$ cat src/rtl/alu_pkg.sv
// Shared opcode map, flag bit positions and control-state type for the sequential ALU.
package alu_pkg;

    localparam logic [3:0] OP_ADD = 4'b0000;
    localparam logic [3:0] OP_SUB = 4'b0001;
    localparam logic [3:0] OP_AND = 4'b0010;
    localparam logic [3:0] OP_OR  = 4'b0011;
    localparam logic [3:0] OP_XOR = 4'b0100;
    localparam logic [3:0] OP_CMP = 4'b0101;
    localparam logic [3:0] OP_MOV = 4'b0110;
    localparam logic [3:0] OP_SLL = 4'b1000;
    localparam logic [3:0] OP_SLR = 4'b1001;
    localparam logic [3:0] OP_SRL = 4'b1010;
    localparam logic [3:0] OP_SRA = 4'b1011;

    localparam int F_S = 3;
    localparam int F_Z = 2;
    localparam int F_C = 1;
    localparam int F_V = 0;

    typedef enum logic [1:0] {
        ST_IDLE  = 2'd0,
        ST_SHIFT = 2'd1,
        ST_DONE  = 2'd2
    } state_e;

    // Opcodes 1000..1011 are the iterative shift/rotate group.
    function automatic logic is_shift(input logic [3:0] op);
        return op[3:2] == 2'b10;
    endfunction

endpackage

$ cat src/rtl/alu_comb.sv
// Single-cycle add/sub/logic/move/compare unit; shift opcodes fall to the default (zero) arm.
module alu_comb
    import alu_pkg::*;
#(
    parameter int WIDTH = 16
) (
    input  logic [WIDTH-1:0] a_i,
    input  logic [WIDTH-1:0] b_i,
    input  logic [3:0]       op_i,
    output logic [WIDTH-1:0] res_o,
    output logic [3:0]       szcv_o
);

    logic [WIDTH:0]   sum;
    logic [WIDTH:0]   diff;
    logic [WIDTH-1:0] flag_src;

    always_comb begin
        sum    = {1'b0, a_i} + {1'b0, b_i};
        diff   = {1'b0, b_i} - {1'b0, a_i};
        res_o  = '0;
        szcv_o = '0;
        case (op_i)
            OP_ADD: begin
                res_o       = sum[WIDTH-1:0];
                szcv_o[F_C] = sum[WIDTH];
                szcv_o[F_V] = (a_i[WIDTH-1] == b_i[WIDTH-1]) && (sum[WIDTH-1] != a_i[WIDTH-1]);
            end
            OP_SUB, OP_CMP: begin
                res_o       = (op_i == OP_CMP) ? b_i : diff[WIDTH-1:0];
                szcv_o[F_C] = diff[WIDTH];
                szcv_o[F_V] = (a_i[WIDTH-1] != b_i[WIDTH-1]) && (diff[WIDTH-1] != b_i[WIDTH-1]);
            end
            OP_AND: res_o = a_i & b_i;
            OP_OR:  res_o = a_i | b_i;
            OP_XOR: res_o = a_i ^ b_i;
            OP_MOV: res_o = a_i;
            default: res_o = '0;
        endcase
        // CMP returns b unchanged but reports sign/zero of the difference.
        flag_src    = (op_i == OP_CMP) ? diff[WIDTH-1:0] : res_o;
        szcv_o[F_S] = flag_src[WIDTH-1];
        szcv_o[F_Z] = (flag_src == '0);
    end

endmodule

$ cat src/rtl/seq_alu.sv
// Handshaked ALU: single-cycle ops via alu_comb, shifts/rotates one bit per cycle,
// result held until consumed, flags committed on each output transfer.
//   state | meaning
//   IDLE  | ready for a new operation
//   SHIFT | iterating a shift/rotate, one bit per edge
//   DONE  | result valid, waiting for out_ready
module seq_alu
    import alu_pkg::*;
#(
    parameter int WIDTH = 16,
    parameter int SHW   = $clog2(WIDTH)
) (
    input  logic             clk,
    input  logic             rst,
    input  logic             in_valid,
    output logic             in_ready,
    input  logic [WIDTH-1:0] a,
    input  logic [WIDTH-1:0] b,
    input  logic [3:0]       op,
    output logic             out_valid,
    input  logic             out_ready,
    output logic [WIDTH-1:0] res,
    output logic [3:0]       szcv,
    output logic [3:0]       flags,
    output logic             busy
);

    state_e           state_q;
    logic [WIDTH-1:0] work_q;
    logic [WIDTH-1:0] res_q;
    logic [SHW-1:0]   cnt_q;
    logic [1:0]       sh_op_q;
    logic [3:0]       szcv_q;
    logic [3:0]       flags_q;
    logic             out_valid_q;

    logic [WIDTH-1:0] comb_res;
    logic [3:0]       comb_szcv;
    logic [WIDTH-1:0] work_d;
    logic             c_d;
    logic [SHW-1:0]   k;

    assign k = b[SHW-1:0];

    alu_comb #(.WIDTH(WIDTH)) u_comb (
        .a_i    (a),
        .b_i    (b),
        .op_i   (op),
        .res_o  (comb_res),
        .szcv_o (comb_szcv)
    );

    // One-bit step of the latched shift type; c_d is the bit leaving the word.
    always_comb begin
        work_d = work_q;
        c_d    = 1'b0;
        case (sh_op_q)
            2'b00: begin work_d = {work_q[WIDTH-2:0], 1'b0};           c_d = work_q[WIDTH-1]; end
            2'b01: begin work_d = {work_q[WIDTH-2:0], work_q[WIDTH-1]}; c_d = work_q[WIDTH-1]; end
            2'b10: begin work_d = {1'b0, work_q[WIDTH-1:1]};           c_d = work_q[0];       end
            default: begin work_d = {work_q[WIDTH-1], work_q[WIDTH-1:1]}; c_d = work_q[0];   end
        endcase
    end

    always_ff @(posedge clk) begin
        if (rst) begin
            state_q     <= ST_IDLE;
            work_q      <= '0;
            res_q       <= '0;
            cnt_q       <= '0;
            sh_op_q     <= '0;
            szcv_q      <= '0;
            flags_q     <= '0;
            out_valid_q <= 1'b0;
        end else begin
            case (state_q)
                ST_IDLE: begin
                    if (in_valid) begin
                        if (is_shift(op) && k != '0) begin
                            work_q  <= a;
                            cnt_q   <= k;
                            sh_op_q <= op[1:0];
                            state_q <= ST_SHIFT;
                        end else begin
                            if (is_shift(op)) begin
                                res_q  <= a;
                                szcv_q <= {a[WIDTH-1], a == '0, 2'b00};
                            end else begin
                                res_q  <= comb_res;
                                szcv_q <= comb_szcv;
                            end
                            out_valid_q <= 1'b1;
                            state_q     <= ST_DONE;
                        end
                    end
                end
                ST_SHIFT: begin
                    work_q <= work_d;
                    cnt_q  <= cnt_q - SHW'(1);
                    if (cnt_q == SHW'(1)) begin
                        res_q       <= work_d;
                        szcv_q      <= {work_d[WIDTH-1], work_d == '0, c_d, 1'b0};
                        out_valid_q <= 1'b1;
                        state_q     <= ST_DONE;
                    end
                end
                ST_DONE: begin
                    if (out_ready) begin
                        flags_q     <= szcv_q;
                        out_valid_q <= 1'b0;
                        state_q     <= ST_IDLE;
                    end
                end
                default: state_q <= ST_IDLE;
            endcase
        end
    end

    assign in_ready  = (state_q == ST_IDLE);
    assign busy      = (state_q != ST_IDLE);
    assign out_valid = out_valid_q;
    assign res       = res_q;
    assign szcv      = szcv_q;
    assign flags     = flags_q;

endmodule

$ cat config.mk
export PLATFORM = sky130hd
export DESIGN_NAME = seq_alu
export DESIGN_NICKNAME = d
export VERILOG_FILES = /design/src/rtl/alu_pkg.sv /design/src/rtl/alu_comb.sv /design/src/rtl/seq_alu.sv
export SDC_FILE = /design/constraint.sdc
export NUM_CORES = 1
export LEC_CHECK = 0
export CAP_MARGIN = 15
export CORE_MARGIN = 5
export CORE_UTILIZATION = 30
export CTS_BUF_LIST = sky130_fd_sc_hd__clkbuf_8 sky130_fd_sc_hd__clkbuf_16
export DETAILED_ROUTE_END_ITERATION = 7
export GPL_TIMING_DRIVEN = 0
export PLACE_DENSITY = 0.55
export REMOVE_ABC_BUFFERS = 1
export SLEW_MARGIN = 20
export SYNTH_ARGS = -nofsm -noshare
export SYNTH_HDL_FRONTEND = slang
export SYNTH_HIERARCHICAL = 1
export SYNTH_SLANG_ARGS = --single-unit
$ cat constraint.sdc
create_clock -name clk -period 8.7 [get_ports clk]
set_input_delay 1.305 -clock clk [delete_from_list [all_inputs] [get_ports clk]]
set_output_delay 1.305 -clock clk [all_outputs]
set_load 0.02 [all_outputs]
Word level (Yosys, flattened, before mapping)

Index checks and enable logic that the tools add are counted.
W data, S select, Z words.

Bitwise gates (word level): 3
Muxes and demuxes: 32
Reduce and logical (&&, ||, !) cells: 21
Add/sub/neg operators: 3
Eq/ne operators: 21

Operator list:

| cell                 | count |
|---|---|
| $mux W16             | 8 |
| $pmux W16 S6         | 1 |
| $pmux W16 S2         | 2 |
| $logic_not A16 Y1    | 3 |
| $pmux W16 S3         | 1 |
| $mux W4              | 6 |
| $add A16 B16 Y17     | 1 |
| $sub A16 B16 Y17     | 1 |
| $and A16 B16 Y16     | 1 |
| $or A16 B16 Y16      | 1 |
| $pmux W4 S2          | 2 |
| $xor A16 B16 Y16     | 1 |
| $eq A4 B3 Y1 const B | 3 |
| $reduce_and A3 Y1    | 3 |
| $eq A4 B1 Y1 const B | 2 |
| $eq A4 B2 Y1 const B | 2 |
| $mux W2              | 4 |
| $ne A2 B2 Y1 const B | 4 |
| $eq A2 B2 Y1 const B | 3 |
| $pmux W2 S3          | 1 |
| $mux W1              | 5 |
| $reduce_and A5 Y1    | 1 |
| $eq A2 B1 Y1 const B | 2 |
| $logic_not A2 Y1     | 2 |
| other kinds (14)     | 20 |

Input bits: 40
Bits in registers: 49

Depth between registers and ports, before layout

Gate-level depths: netlist (run 1).

Depth in word-level cells: 9
Gate-level depth with buffers: 16
Gate-level depth less buffers: 16

Modules after synthesis

Netlist (run 1), hierarchy kept.

By module, submodules not included:

| module   | sequential area each (um2) | cells an instance | area each (um2) | instances |
|---|---|---|---|---|
| alu_comb | 0.0                        | 472               | 3244.4          | 1 |
| seq_alu  | 980.9                      | 338               | 2671.3          | 1 |

Worst setup path before layout (run 1)

Ideal clock, no wire load.

Kind: input to register
Start point: input b[0]
End point: register szcv_q[2] (netlist: szcv[2])
Buffers on the path: 0
Path slack: 4096 ps
Cell stages on the path: 16
Data required time: 8609 ps
Arrival time: 4513 ps
Cells stage by stage: inv_1 ha_1 inv_1 fa_1 nor2b_1 o211a_1 o22a_4 a2111oi_4 nor2_2 a211oi_2 o21ai_2 o41a_1 nor4_2 nor2_1 o32a_1 a311oi_1

Word-level cells in the longest chain between the ends: 9
Elaborated cells on any way between the ends: 17
Classes of those cells: add/sub: 2; eq/ne: 1; mux: 7; bitwise: 3; reduce/logical: 4

Ends and longest elaborated chain:

| item                   | line           | source |
|---|---|---|
| from (decl)            | seq_alu.sv:18  | `input logic [WIDTH-1:0] b,` |
| $sub A16 B16 Y17       | alu_comb.sv:20 | `diff = {1'b0, b_i} - {1'b0, a_i};` |
| $mux W16               | alu_comb.sv:30 | `res_o = (op_i == OP_CMP) ? b_i : diff[WIDTH-1:0];` |
| $pmux W16 S6 (*)       | alu_comb.sv:23 | `case (op_i)` |
| named net comb_res[12] | seq_alu.sv:37  | `logic [WIDTH-1:0] comb_res;` |
| $mux W16 (*)           | alu_comb.sv:41 | `flag_src = (op_i == OP_CMP) ? diff[WIDTH-1:0] : res_o;` |
| $logic_not A16 Y1 (*)  | alu_comb.sv:43 | `szcv_o[F_Z] = (flag_src == '0);` |
| named net comb_szcv[2] | seq_alu.sv:38  | `logic [3:0] comb_szcv;` |
| $mux W4 (*)            | seq_alu.sv:85  | `if (is_shift(op)) begin` |
| $mux W4 (*)            | seq_alu.sv:79  | `if (is_shift(op) && k != '0) begin` |
| $mux W4 (*)            | seq_alu.sv:78  | `if (in_valid) begin` |
| $pmux W4 S2 (*)        | seq_alu.sv:76  | `case (state_q)` |
| to (signal assigned)   | seq_alu.sv:87  | `szcv_q <= {a[WIDTH-1], a == '0, 2'b00};` |
| to (signal assigned)   | seq_alu.sv:90  | `szcv_q <= comb_szcv;` |
| to (signal assigned)   | seq_alu.sv:102 | `szcv_q <= {work_d[WIDTH-1], work_d == '0, c_d, 1'b0};` |
| to (decl)              | seq_alu.sv:33  | `logic [3:0] szcv_q;` |

Mark *: on every way through the listed nets, which the timed path passes. The rest lies on a longest branch. The select of a mux whose other input is x is not followed.
A chain may end at the register's enable or synchronous reset.

Final worst setup path (run 1)

Start point: input a[8]
End point: register szcv_q[2] (netlist: szcv[2])

Word-level cells in the longest chain between the ends: 9
Elaborated cells on any way between the ends: 14
Classes of those cells: add/sub: 2; mux: 7; bitwise: 3; reduce/logical: 2

Ends and longest elaborated chain:

| item                   | line           | source |
|---|---|---|
| from (decl)            | seq_alu.sv:17  | `input logic [WIDTH-1:0] a,` |
| $sub A16 B16 Y17       | alu_comb.sv:20 |  |
| $mux W16               | alu_comb.sv:30 |  |
| $pmux W16 S6 (*)       | alu_comb.sv:23 |  |
| named net comb_res[13] | seq_alu.sv:37  |  |
| $mux W16 (*)           | alu_comb.sv:41 |  |
| $logic_not A16 Y1 (*)  | alu_comb.sv:43 |  |
| named net comb_szcv[2] | seq_alu.sv:38  |  |
| $mux W4 (*)            | seq_alu.sv:85  |  |
| $mux W4 (*)            | seq_alu.sv:79  |  |
| $mux W4 (*)            | seq_alu.sv:78  |  |
| $pmux W4 S2 (*)        | seq_alu.sv:76  |  |

Marks and branches as above.

==> results of run 1 <==
[power groups by stage]
stage | Sequential (mW) | Combinational (mW) | Clock, mW
2_1_floorplan | 0.266 | 0.210 | 0
3_3_place_gp | 0.260 | 0.343 | 0
3_5_place_dp | 0.260 | 0.351 | 0
4_1_cts | 0.255 | 0.353 | 0.200
5_1_grt | 0.258 | 0.385 | 0.211
6_report | 0.255 | 0.355 | 0.196
[worst min-delay path: stages (launching register included)]
cell and delay [ps]:
dfxtp_1 300, nand2_1 50, a21oi_1 50
[state kept, by name, summed over array words and instances, names as in the netlist]
signal,cells
state_q,2
out_valid,1
szcv,4
sh_op_q,2
flags,4
cnt_q,4
work_q,16
res,16
[kinds of logic after synthesis]
kind of cell / after synthesis / synth area share (%)
buffers and inverters: 116 / 7.97
multiplexers: 29 / 5.18
AO/OA/AOI/OAI: 266 / 31.9
flip-flops: 49 / 16.6
AND/OR/NAND/NOR: 280 / 24.1
adder cells (fa/ha/maj): 57 / 12.3
XOR/XNOR: 13 / 1.92
[path summary, 6_finish.rpt]
check | cells after the start | from | slack, ps | end
max reg2reg | 4 | state_q[1] | 5940 | work_q[13]
min reg2reg | 2 | res[1] | 450 | res[1]
max | 15 | a[8] | 3070 | szcv[2]
min | 2 | res[1] | 450 | res[1]
[layout make-up]
class,count,area (µm²)
sequential,49,982
clock buffer,6,139
tap,265,332
clock inverter,1,3.75
inverter,57,214
multi-input combinational,645,4540
timing repair buffer,78,782
fill,2081,12500
[metal layers]
| metal | GRT usage (%) | wire [µm] | part of all wire, % | vias up |
|---|---|---|---|---|
| li1 | - | - | - | 3051 |
| met5 | 0 | 0 | 0 | - |
| met2 | 27.9 | 9370 | 45 | 201 |
| met3 | 2.56 | 1030 | 4.9 | 38 |
| met4 | 5.90 | 571 | 2.7 | 0 |
| met1 | 25.7 | 9830 | 47 | 3044 |
[cells in the final DEF, fill, tap and decap left out, types with 9 or more instances in the layout]
master,netlist,final
a211oi_1,17,17
nand2_1,87,87
or4_1,9,9
clkdlybuf4s50_1,0,62
ha_1,55,55
dfxtp_1,49,48
o21ai_0,31,31
xnor2_1,10,10
mux2_1,11,11
o211ai_1,20,20
nor2_1,59,59
nor4_1,10,9
nand3_1,33,33
a31oi_1,10,10
inv_1,56,57
mux2i_1,16,16
nand2b_1,11,10
nor3_1,16,14
a21oi_1,79,79
nor2b_1,13,12
[cells in the mapped netlist, types with 16 or more instances]
cell,instances
a211oi_1,17
a21oi_1,79
clkbuf_1,41
dfxtp_1,49
ha_1,55
inv_1,56
mux2i_1,16
nand2_1,87
nand3_1,33
nor2_1,59
nor3_1,16
o211ai_1,20
o21ai_0,31
[stage by stage]
stage / utilization (%) / area (µm²) / setup WS [ps] / cells / hold slack, ps
after global routing: 35.9 / 6990 / 2780 / 1101 / 478
after floorplan: - / 5660 / 4090 / 751 / 444
final: 35.9 / 6990 / 3070 / 1101 / 452
after global placement: 34.2 / 6650 / 1410 / 1082 / 445
after CTS: 36.0 / 7000 / 2930 / 1101 / 455
after detailed placement: 35.2 / 6860 / 2630 / 1094 / 447
==> results.md, run 1 <==
* Syn avg cell area at 7.30 µm²
* Clock share of power at around 24%
* Post-route clock period utilization at between 60% and 70%
* Mapped cell area at between 5000 and 6000 µm²
* CP Data Required Time at 8890 ps
* Netlist cell types at 88
* Die area at 22600 µm²
* Synth warn at 6
* HP Class: flop to flop
* Initial antenna violation count at 0
* Hold-fix buffer count after cts at 0
* F_max at about 180 MHz
* Status: complete, no violations
* Largest net degree at the start of global routing at 40
* Gr ovfl total at 0
* Number of flops mapped to enable cells by yosys at 0
* Reg clk slew, reported paths at approximately 60 ps
* WL/cell at 18.9 µm
* CP max stage delay at 710 ps
* Fin crit period at between 5000 and 6000 ps
* Crit start category: input pin
* Seq pwr share at 31.7%
* Max transition margin at 32.3%
* CTS Sinks at 49
* Worst-Skew Late Latency at just under 300 ps
* Slowest CP cell: clkdlybuf4s50_1
* Setup TNS at 0 ps
* Num CTS Buffers at 5
* Layout cells sized above 1 at 6.58%
* Routed wire length at 20800 µm
* Top area cells in the synthesized netlist: dfxtp_1 (17%), ha_1 (12%), a21oi_1 (6.7%)
* Hold violation total from the final report at 0
* Remaining routing DRC violations at 0
* Internal power at 494 µW
* Die Wd at 150 µm
* FP Rows at just over 50
* Vias in the first global route at 5886
* Sw Ratio at around two fifths
* Delay-heaviest family, CP: compound AO/OA/AOI/OAI gates
* Synth top area share at roughly 17%
* Final Power at 806 µW
* Unrepaired setup endpoints after global routing: no
* Antenna cell count at 0
* Initial Utilization at 30.4%
* CP max FO at 16
* Port Buffers at 66
* First-pass GRT wire length at between 30000 and 40000 µm
* CP endpoint kind: flop
* Clk buf depth at 2
* Worst Clk Skew at about 11 ps
* H-tree levels at 2
* Clock tree root buffer cell: clkbuf_16
* Crit-path cells: clkdlybuf4s50_1, inv_1, ha_1, nand3_1, nor3_1, nor3_1, o311ai_1, nor2_2, a211oi_1, nand3_1, o41a_1, nor4_2, nor2_1, o32a_1, a311oi_1
* Avg Vias per Cell at 5.75
* Dominant synthesized flop cell: dfxtp_1
* Io pins at 67
* Combinational Power Share at 44.0%
* Nets at 933
* Crit Path Category: input pin to flop
* Core area at between 15000 and 20000 µm²
* TritonCTS clock tree: built
* P&R area growth vs syn at 18.2%
* Peak supply drop at 0.0698 mV
* Sequential area share after synthesis at 16.6%
* Setup violators final at 0
* Worst Path Buf+Inv at 2
* Drt first pass iters at 5
* Leak Pwr at between 2 and 3 nW
* Gates resized, CTS repair at 0
* Crit path DAT at 5820 ps
* Power Dens Cells at 115 nW/µm²
* Asr flop ratio synth at 0%
* Via count at 6334
* Die Y at 150 µm
* Max-slew violations at 0
* Initial drt markers at between 500 and 600
* Setup Buffers After CTS at 0
* Sw Pwr at 312 µW
* Max-Cap Viols at 0
* Seq cells post-synth at 49
* Routability cong. at roughly 0.91
* Worst-Margin Slew at 1020 ps
* GRT Util Overall at 18.0%
* Most area-hungry cell type in the Yosys netlist: dfxtp_1
* Post-synthesis cell count at around 800
* Hpwl dp at 15500 µm
* ANT nets after route at 0
(Power assumes the default switching activity.)
==> run 2, diff against run 1 <==
--- a/config.mk
+++ b/config.mk
@@ -11,7 +11,7 @@
 export CTS_BUF_LIST = sky130_fd_sc_hd__clkbuf_8 sky130_fd_sc_hd__clkbuf_16
 export DETAILED_ROUTE_END_ITERATION = 7
 export GPL_TIMING_DRIVEN = 0
-export PLACE_DENSITY = 0.55
+export PLACE_DENSITY = 0.57
 export REMOVE_ABC_BUFFERS = 1
 export SLEW_MARGIN = 20
 export SYNTH_ARGS = -nofsm -noshare
==> constraint.sdc (replaced) <==
create_clock -name clk -period 4.7 [get_ports clk]
set_input_delay 0.705 -clock clk [delete_from_list [all_inputs] [get_ports clk]]
set_output_delay 0.705 -clock clk [all_outputs]
set_load 0.02 [all_outputs]
==> run 2 against run 1 <==
Global-route usage up 0.13 points. Count of clock-buffer cells in the layout unchanged. Non-clock buffer count down 1. Hold slack better by 0.61 ps. Setup slack worse by 2900 ps. Design area up 2.5%. Largest power group unchanged. First-iteration DRC count down 11%. Highest routed layer unchanged.
==> results.md, run 2 (synthesized netlist as in run 1, its figures left out) <==
* Status: complete, no violations
* Crit start category: input pin
* F_max at 222 MHz
* Clock tree root buffer cell: clkbuf_16
* Worst Clk Skew at between 9 and 10 ps
* CTS Sinks at 49
* TritonCTS clock tree: built
* CP max FO at 6
* Post-DP Area at 6850 µm²
* Initial antenna violation count at 0
* Commonest non-fill, non-tap cells in the layout: nand2_1 (87), a21oi_1 (79), nor2_1 (59), inv_1 (57)
* Crit path DAT at 4700 ps
* P&R area growth vs syn at 21.2%
* Vias in the first global route at between 5000 and 6000
* Num CTS Buffers at 5
* Hold violation total from the final report at 0
* Post-route clock period utilization at a little over nine tenths
* GRT Util Overall at 18.1%
* Setup Buffers After CTS at 0
* WL/cell at between 15 and 20 µm
* Design Area, Final at 7170 µm²
* CP Data Required Time at roughly 4900 ps
* H-tree levels at 2
* Commonest non-fill, non-tap cell in the layout: nand2_1
* Via count at 6355
* Die Y at approximately 150 µm
* Nets at between 900 and 1000
* Clk buf depth at 2
* Initial drt markers at 505
* Die Wd at 150 µm
* ANT nets after route at 0
* Max transition margin at 32.8%
* Io pins at between 60 and 70
* Port Buffers at 66
* Setup violators final at 0
* First-pass GRT wire length at 32800 µm
* Antenna cell count at 0
* HP Class: flop to flop
* Largest net degree at the start of global routing at 35
* Remaining routing DRC violations at 0
* Worst-Margin Slew at 1010 ps
* Initial Utilization at 30.4%
* Drt first pass iters at 5
* Worst-Skew Late Latency at 300 ps
* Layout cells sized above 1 at under 10%
* Post-Place Cells at 1093
* Unrepaired setup endpoints after global routing: no
* Worst Path Buf+Inv at 2
* Crit-path cells: dlygate4sd2_1, inv_1, fa_2, nor2b_1, o211a_1, o22a_4, a2111oi_4, nor2_2, a211oi_2, o21ai_2, o41a_1, nor4_2, nor2_1, o32a_1, a311oi_1
* Hpwl dp at between 15000 and 20000 µm
* Gr ovfl total at 0
* Routability cong. at just over 0.9
* Die area at around 23000 µm²
* Avg Vias per Cell at 5.77
* Routed wire length at ~21000 µm
* Reg clk slew, reported paths at roughly 70 ps
* Leak Pwr at 2.75 nW
* Power Dens Cells at 220 nW/µm²
* Delay-heaviest family, CP: compound AO/OA/AOI/OAI gates
* CP endpoint kind: flop
* Hold-fix buffer count after cts at 0
* Crit Path Category: input pin to flop
* Max-Cap Viols at 0
* Hold_ws at 453 ps
* Fin crit period at 4500 ps
* CP max stage delay at 460 ps
* Slowest CP cell: fa_2
* Non-filler cells, final at 1101
* Core area at 19500 µm²
* FP Rows at between 50 and 60
* Peak supply drop at around 0.12 mV
* Max-slew violations at 0
-- run 2: cell types whose count changed in the layout (fill, tap and decap cells not counted), moves of 3 or more --
| cell | delta |
|---|---|
| clkdlybuf4s50_1 | -14 |
| ha_2 | +5 |
| dlygate4sd2_1 | +3 |
| dlymetal6s2s_1 | +10 |
| ha_4 | +4 |
| ha_1 | -9 |
-- run 2: tightest hold or removal path: stages, from the launching register on --
cell     delay, ps
dfxtp_1        310
nand2_1         50
a21oi_1         50
-- run 2: layer usage --
layer  track usage [%]  routed length, µm  up-vias
li1                  -                  -     3054
met3              1.99               1300       34
met4              5.49                573        0
met1              26.1               9610     3019
met2              28.5               9550      248
met5                 0                  0        -
-- run 2: where the power goes --
part           total (mW)  internal (mW)  leakage [nW]  switching (mW)
Clock               0.425          0.264        0.0883           0.161
Sequential          0.473          0.444         0.400          0.0297
Combinational       0.677          0.275          2.26           0.402
-- run 2: repair_timing --
action                     4_1_cts  5_1_grt
pin swaps                        0        5
hold endpoints to repair         0        0
gates resized for setup         14       30
setup endpoints to repair        1        3
gates cloned                     0        0
-- run 2: worst paths after layout --
kind / to / start / cells after the start / slack (ps)
setup / recovery: szcv[2] / a[1] / 15 / 200
hold / removal: res[6] / res[6] / 2 / 450
setup reg to reg: work_q[8] / state_q[0] / 4 / 1880
hold reg to reg: res[6] / res[6] / 2 / 450
-- run 2: layout make-up --
type | instances | area (µm²)
Multi-Input combinational cell | 645 | 4680
Timing Repair Buffer | 77 | 791
Clock inverter | 2 | 33.8
Tap cell | 265 | 332
Clock buffer | 6 | 139
Inverter | 57 | 214
Sequential cell | 49 | 982
Fill cell | 2030 | 12300
-- run 2: metrics by stage --
step           power (mW)  setup WS, ps  utilization (%)  TNS, ps
2_1_floorplan       0.882           690                -        0
3_3_place_gp         1.11         -2050             34.2   -22040
3_5_place_dp         1.13          -662             35.2    -1250
4_1_cts              1.56          15.6             36.3        0
5_1_grt              1.67          9.77             36.8        0
6_report             1.58           201             36.8        0
==> run 3, diff against run 2 <==
--- a/config.mk
+++ b/config.mk
@@ -6,6 +6,7 @@
 export NUM_CORES = 1
 export LEC_CHECK = 0
 export CAP_MARGIN = 15
+export CORE_ASPECT_RATIO = 1.2
 export CORE_MARGIN = 5
 export CORE_UTILIZATION = 30
 export CTS_BUF_LIST = sky130_fd_sc_hd__clkbuf_8 sky130_fd_sc_hd__clkbuf_16
==> run 3 against run 2 <==
Global-route usage shrank 0.85 points. Design area shrank 0.80%. Sequential power is essentially flat. Register-to-register slack gained 90 ps. Via count is essentially flat. Setup slack lost 40 ps.
==> results.md, run 3 (synthesized netlist as in run 1, its figures left out) <==
* Fillers at between 2000 and 2500
* Worst Slack Setup Final at 161 ps
* R2r endpoint: work_q[13]
* Avg Vias per Cell at 5.79
* Power Dens Cells at between 200 and 250 nW/µm²
* CP Data Required Time at 4910 ps
* Reg clk slew, reported paths at roughly 60 ps
* Commonest non-fill, non-tap cell in the layout: nand2_1
* Hold violation total from the final report at 0
* Peak supply drop at approximately 0.15 mV
* CP most frequent cell: inv_1
* Nets at 933
* Crit start category: input pin
* Clk buf depth at 2
* H-tree levels at 2
* Initial Utilization at a little under a third
* Die Wd at 138 µm
* Leak Pwr at 2.73 nW
* Io pins at 67
* Hold-fix buffer count after cts at 0
* Worst hold path depth at 2
* Crit-path cells: clkdlybuf4s50_1, inv_1, ha_1, inv_1, o221ai_1, a221oi_1, o311ai_0, a21oi_1, a22oi_1, o41a_1, nor4_2, nor2_1, o32a_1, a311oi_1
* Layout cells sized above 1 at 8.72%
* WL/cell at 18.7 µm
* Routability cong. at 0.902
* Drt first pass iters at 6
* FP Rows at 56
* Worst Path Buf+Inv at 3
* Worst Clk Skew at roughly 6.5 ps
* R2R Path Start: state_q[0]
* CTS Sinks at 49
* Slowest CP cell: clkdlybuf4s50_1
* Crit Path Category: input pin to flop
* CP max stage delay at 740 ps
* Via count at 6352
* Dpl ws at -686 ps
* Reg2Reg Setup Slack at between 1500 and 2000 ps
* Delay-heaviest family, CP: compound AO/OA/AOI/OAI gates
* GRT Util Overall at approximately 17%
* Commonest non-fill, non-tap cells in the layout: nand2_1 (87), a21oi_1 (79), nor2_1 (59), inv_1 (57), clkdlybuf4s50_1 (51)
* Crit path DAT at 4750 ps
* TritonCTS clock tree: built
* Unrepaired setup endpoints after global routing: no
* Initial drt markers at about 520
* Remaining routing DRC violations at 0
* Largest net degree at the start of global routing at 39
* Die area at 22600 µm²
* Die Y at 164 µm
* Vias in the first global route at a little under 6000
* Routed wire length at 20600 µm
* Initial antenna violation count at 0
* Hold_ws at ~450 ps
* Min-delay src: res[0]
* Num CTS Buffers at 5
* Worst-Margin Slew at 948 ps
* Hpwl dp at roughly 15000 µm
* Hold-critical path endpoint: res[0]
* Post-route clock period utilization at 96.6%
* ANT nets after route at 0
* CP endpoint kind: flop
* Port Buffers at 66
* CP max FO at 11
* FF-to-FF path depth at 4
* Setup violators final at 0
* Worst-Skew Late Latency at about 300 ps
* Max-slew violations at 0
* Gr ovfl total at 0
* P&R area growth vs syn at 20.2%
* F_max at 220 MHz
* First-pass GRT wire length at between 30000 and 40000 µm
* Max transition margin at 36.8%
* Antenna cell count at 0
* Fin crit period at 4540 ps
* Final Power at 1.55 mW
* Core area at ~20000 µm²
* Max-Cap Viols at 0
* Clock tree root buffer cell: clkbuf_16
* HP Class: flop to flop
* Status: complete, no violations
## run 3: cell count changes in the layout (fill, tap and decap cells not counted), sizes merged
cell | before | now
dlymetal6s2s | 10 | 8
dlygate4sd2 | 3 | 0
buf | 15 | 16
clkinv | 0 | 1
clkbuf | 7 | 8
clkdlybuf4s50 | 48 | 51
## run 3: how the worst max path moves through the flow
| stage | to | slack [ps] | cells past startpoint | from |
|---|---|---|---|---|
| floorplan | szcv[2] | 690 | 16 | b[0] |
| global placement | szcv[2] | -1900 | 11 | op[2] |
| detailed placement | szcv[2] | -690 | 13 | op[2] |
| CTS | szcv[2] | 20 | 13 | op[0] |
| global route | szcv[2] | 20 | 15 | b[7] |
| finish | szcv[2] | 160 | 14 | a[14] |
## run 3: stage by stage
step	instances	setup TNS [ps]	area (µm²)	utilization (%)
floorplan	751	0	5660	-
global placement	1078	-21360	6650	34.1
detailed placement	1089	-994	6860	35.2
CTS	1097	0	7050	36.2
global route	1098	0	7110	36.5
finish	1098	0	7110	36.5
## run 3: timing repair
item,4_1_cts,5_1_grt
gates cloned,0,0
pin swaps,0,1
buffers inserted,0,1
endpoints found under the setup margin,1,1
gates resized for setup,10,25
## run 3: worst min-delay path, cell delays in order, from the launching register on
cell and delay (ps):
dfxtp_1 310, nand2_1 50, a21oi_1 50
## run 3: per-layer routing
layer  track usage, %  share of wire [%]  up-vias
met3             2.27                6.3       34
met1             22.8                 44     3022
met4             5.26                2.3        0
met2             29.6                 48      259
li1                 -                  -     3037
met5                0                  0        -
## run 3: area by class of cell
cell class | instances | area (µm²) | share of cell area, %
repair buffers | 78 | 802 | 11.3
flip-flops and latches | 49 | 982 | 13.8
multi-input cells | 645 | 4620 | 65.0
inverters | 57 | 214 | 3.01
clock inverters | 3 | 42.5 | 0.598
clock buffers | 5 | 125 | 1.76
well taps | 261 | 327 | 4.59
## run 3: where the power goes
group          internal [mW]  total, mW  switching [mW]
logic                  0.272      0.667           0.396
registers              0.444      0.473          0.0295
clock network          0.250      0.414           0.163
